$ cat src/rtl/test_pattern_pkg.sv
// ----------------------------------------------------------------------------
// test_pattern_pkg: pattern mode encodings shared by the test pattern painter
// Rev 1.0
// ----------------------------------------------------------------------------
`default_nettype none

package test_pattern_pkg;

  localparam int NUM_MODES = 5;
  localparam int MODE_W    = 3;

  typedef enum logic [MODE_W-1:0] {
    MODE_ADDRESS  = 3'd0,
    MODE_WALK_COL = 3'd1,
    MODE_WALK_ROW = 3'd2,
    MODE_GRADIENT = 3'd3,
    MODE_CHECKER  = 3'd4
  } mode_e;

  // Codes 5-7 are never produced; the last pattern wraps to the first.
  function automatic mode_e next_mode(input mode_e m);
    return (m == MODE_CHECKER) ? MODE_ADDRESS : mode_e'(m + 3'd1);
  endfunction

endpackage

`default_nettype wire

$ cat src/rtl/tp_sequencer.sv
// ----------------------------------------------------------------------------
// tp_sequencer: frame-tick detect, hold counter, pattern mode and walk position
// Rev 1.0
// ----------------------------------------------------------------------------
`default_nettype none

module tp_sequencer
  import test_pattern_pkg::*;
#(
  parameter int FRAME_BITS  = 13,
  parameter int HOLD_FRAMES = 256,
  parameter int POS_BITS    = 6
) (
  input  logic                  clk,
  input  logic                  reset,
  input  logic [FRAME_BITS-1:0] frame,
  input  logic                  auto_cycle,
  input  logic                  advance,
  output mode_e                 mode,
  output logic [POS_BITS-1:0]   walk_pos
);

  localparam int                HOLD_W    = (HOLD_FRAMES > 1) ? $clog2(HOLD_FRAMES) : 1;
  localparam logic [HOLD_W-1:0] HOLD_LAST = HOLD_W'(HOLD_FRAMES - 1);

  logic [FRAME_BITS-1:0] prev_frame_q, prev_frame_d;
  logic [HOLD_W-1:0]     hold_cnt_q, hold_cnt_d;
  mode_e                 mode_q, mode_d;
  logic [POS_BITS-1:0]   walk_pos_q, walk_pos_d;
  logic                  tick;
  logic                  expire;
  logic                  step;

  always_comb begin
    prev_frame_d = frame;
    hold_cnt_d   = hold_cnt_q;
    mode_d       = mode_q;
    walk_pos_d   = walk_pos_q;

    tick   = (frame != prev_frame_q);
    expire = tick && auto_cycle && (hold_cnt_q == HOLD_LAST);
    // Advance and expiry together still produce a single step.
    step   = advance || expire;

    if (step) begin
      mode_d     = next_mode(mode_q);
      hold_cnt_d = '0;
      walk_pos_d = '0;
    end else begin
      if (tick && auto_cycle) hold_cnt_d = hold_cnt_q + 1'b1;
      if (tick)               walk_pos_d = walk_pos_q + 1'b1;
    end
  end

  always_ff @(posedge clk or posedge reset) begin
    if (reset) begin
      prev_frame_q <= '0;
      hold_cnt_q   <= '0;
      mode_q       <= MODE_ADDRESS;
      walk_pos_q   <= '0;
    end else begin
      prev_frame_q <= prev_frame_d;
      hold_cnt_q   <= hold_cnt_d;
      mode_q       <= mode_d;
      walk_pos_q   <= walk_pos_d;
    end
  end

  assign mode     = mode_q;
  assign walk_pos = walk_pos_q;

endmodule

`default_nettype wire

$ cat config.mk
export PLATFORM = sky130hd
export DESIGN_NAME = tp_sequencer
export DESIGN_NICKNAME = d
export VERILOG_FILES = /design/src/rtl/test_pattern_pkg.sv /design/src/rtl/tp_sequencer.sv
export SDC_FILE = /design/constraint.sdc
export NUM_CORES = 1
export LEC_CHECK = 0
export CAP_MARGIN = 20
export CORE_ASPECT_RATIO = 0.5
export CORE_UTILIZATION = 40
export CTS_BUF_LIST = sky130_fd_sc_hd__clkbuf_4 sky130_fd_sc_hd__clkbuf_8
export DETAILED_ROUTE_END_ITERATION = 6
export PLACE_DENSITY = 0.7
export REMOVE_ABC_BUFFERS = 1
export SYNTH_ARGS = -nofsm -noshare
export SYNTH_HDL_FRONTEND = slang
export SYNTH_SLANG_ARGS = --single-unit
$ cat constraint.sdc
create_clock -name clk -period 1.75 [get_ports clk]
set_clock_uncertainty 0.05 [all_clocks]
set_input_delay 0.2625 -clock clk [delete_from_list [all_inputs] [get_ports clk]]
set_output_delay 0.2625 -clock clk [all_outputs]
set_load 0.01 [all_outputs]
==> out/metrics.yaml <==
outcome: "complete, but fails checks"
failed_checks: "setup timing"
fp.dieArea_mm2: 0.003911
synth-seq-cells: 30
synth.most_common_cell: "dfrtp_1"
tritoncts: "built"
first_iter_violations: 65
initial_utilization_pct: 42.28
critPathRequiredTime_ns: 1.86
fp.dieH_um: 44.72
gp_congestion: 0.7757
clk_latency_ns: 0.28
clk_path_buf_depth: 2
synthTopCellsByArea: "dfrtp_1 51%, xnor2_1 7.8%, a21oi_1 4.5%"
clkSinkCount: 30
final-setup-viol-count: 14
synth_largest_area_cell: "dfrtp_1"
final_area_mm2: 0.002120
slew_violations: 0
grt_usage_pct: 17.99
cts-buffers-inserted: 5
ant_nets: 0
powerDensity_mw_per_mm2: 838.3
hold_path.class: "input pin to flip-flop"
critPathKind: "input pin to flip-flop"
rsz0062_at_grt: "yes"
grt_max_degree: 31
synthSimpleGateAreaFrac_pct: 20.39
drc: 0
cp-start-kind: "input pin"
synthArstFlopShare_pct: 100.0
n_fill_cell: 306
leakage_nw: 0.8970
yosysWarnings: 0
synth_top_family_by_area: "simple AND/OR/NAND/NOR gates"
die_w_um: 87.45
relSlewSlack_pct: 74.50
finalNetCount: 214
fmax_ghz: 0.5302
synth_adder_area_share_pct: 3.428
period_needed_ns: 1.886
num_rows: 15
synth_compound_area_share_pct: 11.31
multi_input_area_um2: 749.5
worstMarginPinSlew_ns: 0.3825
cp_max_fo: 2
fin_ws_ns: -0.1360
cts_root_buf: "clkbuf_8"
viasPerCell: 5.057
maxCapViolCount: 0
core-area_mm2: 0.003453
layout-drive-gt1-share_pct: 31.09
finalHoldViolCount: 0
fin_crit_sh_pct: 107.8
grt_pass1_wl_um: 5209
postSynthCellCount: 139
diodes: 0
yosys_most_used_dff: "dfrtp_1"
ys_types: 31
synth_common_cells: "30 x dfrtp_1, 13 x a21oi_1, 13 x xnor2_1, 11 x nand2_1, 9 x o21ai_0"
synth_edf_count: 0
ys_seq_area_share_pct: 51.41
netlist_area_mm2: 0.001460
cp.arrival_ns: 2.00
io_buffer_count: 25
synth_top_area_share_pct: 51.41
hpwl_um: 2153
post-route-util_pct: 61.38
ir_drop_uv: 426.2
wirelength_um: 3112
antenna_found_initial: 0
grt_pass1_vias: 1148
vias: 1234
h-tree-depth: 2
clk_pin_slew_ns: 0.06
avgSynthCellArea_um2: 10.50
wl_per_cell_um: 12.75
synthMuxAreaShare_pct: 2.314
end_kind: "flip-flop"
seq_area_um2: 752.0
area_growth_pct: 45.16
grt_overflow: 0
pin_count: 26
placed_area_mm2: 0.001947
drt-pass1-iter-count: 6
synth-xor-area-share_pct: 7.798
[area by class of cell]
type	count	area share, %
timing repair buffer	53	21.55
tap	51	3.011
clock buffer	5	3.247
sequential	30	35.48
inverter	5	0.8855
clock inverter	2	0.4723
multi-input combinational	98	35.36
[state kept, by name (all words and copies together) (netlist names)]
| signal | flops |
|---|---|
| mode | 3 |
| prev_frame_q | 13 |
| walk_pos | 6 |
| hold_cnt_q | 8 |
[metrics by stage]
step,instances,power [W],setup WS [ns],hold WS [ns],setup TNS (ns)
final,244,0.001777,-0.1360,0.2000,-0.6581
after global routing,244,0.001870,-0.2050,0.1980,-2.304
after CTS,244,0.001773,-0.1800,0.1942,-0.9581
after detailed placement,236,0.001201,-0.5229,0.4946,-6.740
after global placement,236,0.001179,-0.4559,0.4921,-5.950
after floorplan,133,0.0009997,-0.4084,0.2439,-3.672
[logic make-up (layout without fill, tap and decap cells)]
kind of cell               count (synthesis)  count (layout)
DFF                                       30              30
xor gates and xnor gates                  13              13
and+or+nand+nor                           49              49
muxes                                      3               3
adders and majority gates                  4               4
AOI/OAI and AO/OA                         29              29
buffers and inverters                     11              65
[critical path: stages]
cell             delay (ns)
clkdlybuf4s50_1        0.49
xnor2_1                0.12
nand4_1                0.16
or4_4                  0.47
a21oi_4                0.17
mux2_4                 0.31
[placed cells by master (no fill, tap or decap), drive strengths merged]
cell type      Yosys  routed
nand4              6       6
o21ai             10      10
nor2               5       5
or4                4       4
a31oi              1       1
ha                 4       4
nor2b              3       3
nor3               4       4
dlygate4sd2        0       9
clkdlybuf4s50      0      16
mux2               3       3
xnor2             13      13
clkbuf             2       5
a311oi             1       1
or3                4       4
dfrtp             30      30
nand2             11      11
a41oi              1       1
o311ai             2       2
a21oi             14      14
nand3              3       3
buf                4      28
and3               1       1
nor4               3       3
inv                5       5
or4b               3       3
nand3b             2       2
clkinv             0       2
[routing by layer]
layer / up-vias / track usage (%) / share of wire [%]
met4: 0 / 6.230 / 1.0
met2: 26 / 28.91 / 47
met1: 592 / 23.27 / 47
met3: 4 / 6.033 / 4.0
li1: 612 / - / -
met5: - / 0 / 0
[path summary, 6_finish.rpt]
| kind | cells after the start | endpoint | slack [ns] | from |
|---|---|---|---|---|
| setup / recovery | 6 | mode[0] | -0.14 | frame[4] |
| max in group asynchronous | 3 | hold_cnt_q[2] | 1.04 | reset |
| min in group asynchronous | 3 | mode[1] | 0.31 | reset |
| setup reg to reg | 5 | mode[0] | -0.13 | prev_frame_q[3] |
| hold / removal | 1 | prev_frame_q[7] | 0.20 | frame[7] |
| hold reg to reg | 2 | hold_cnt_q[4] | 0.51 | hold_cnt_q[4] |
[where the power goes]
group	switching, W	internal, W
Combinational	0.000190	0.000250
Sequential	0.0000559	0.000755
Clock	0.000259	0.000266
Total	0.000505	0.00127
[timing repair]
| action | CTS | global route |
|---|---|---|
| resized for setup | 27 | 12 |
| hold buffers | 0 | 0 |
| buffers inserted | 1 | 0 |
| endpoints found under the setup margin | 17 | 17 |
| pin swaps | 9 | 7 |
Note: power is estimated with default switching activity, not from simulation.
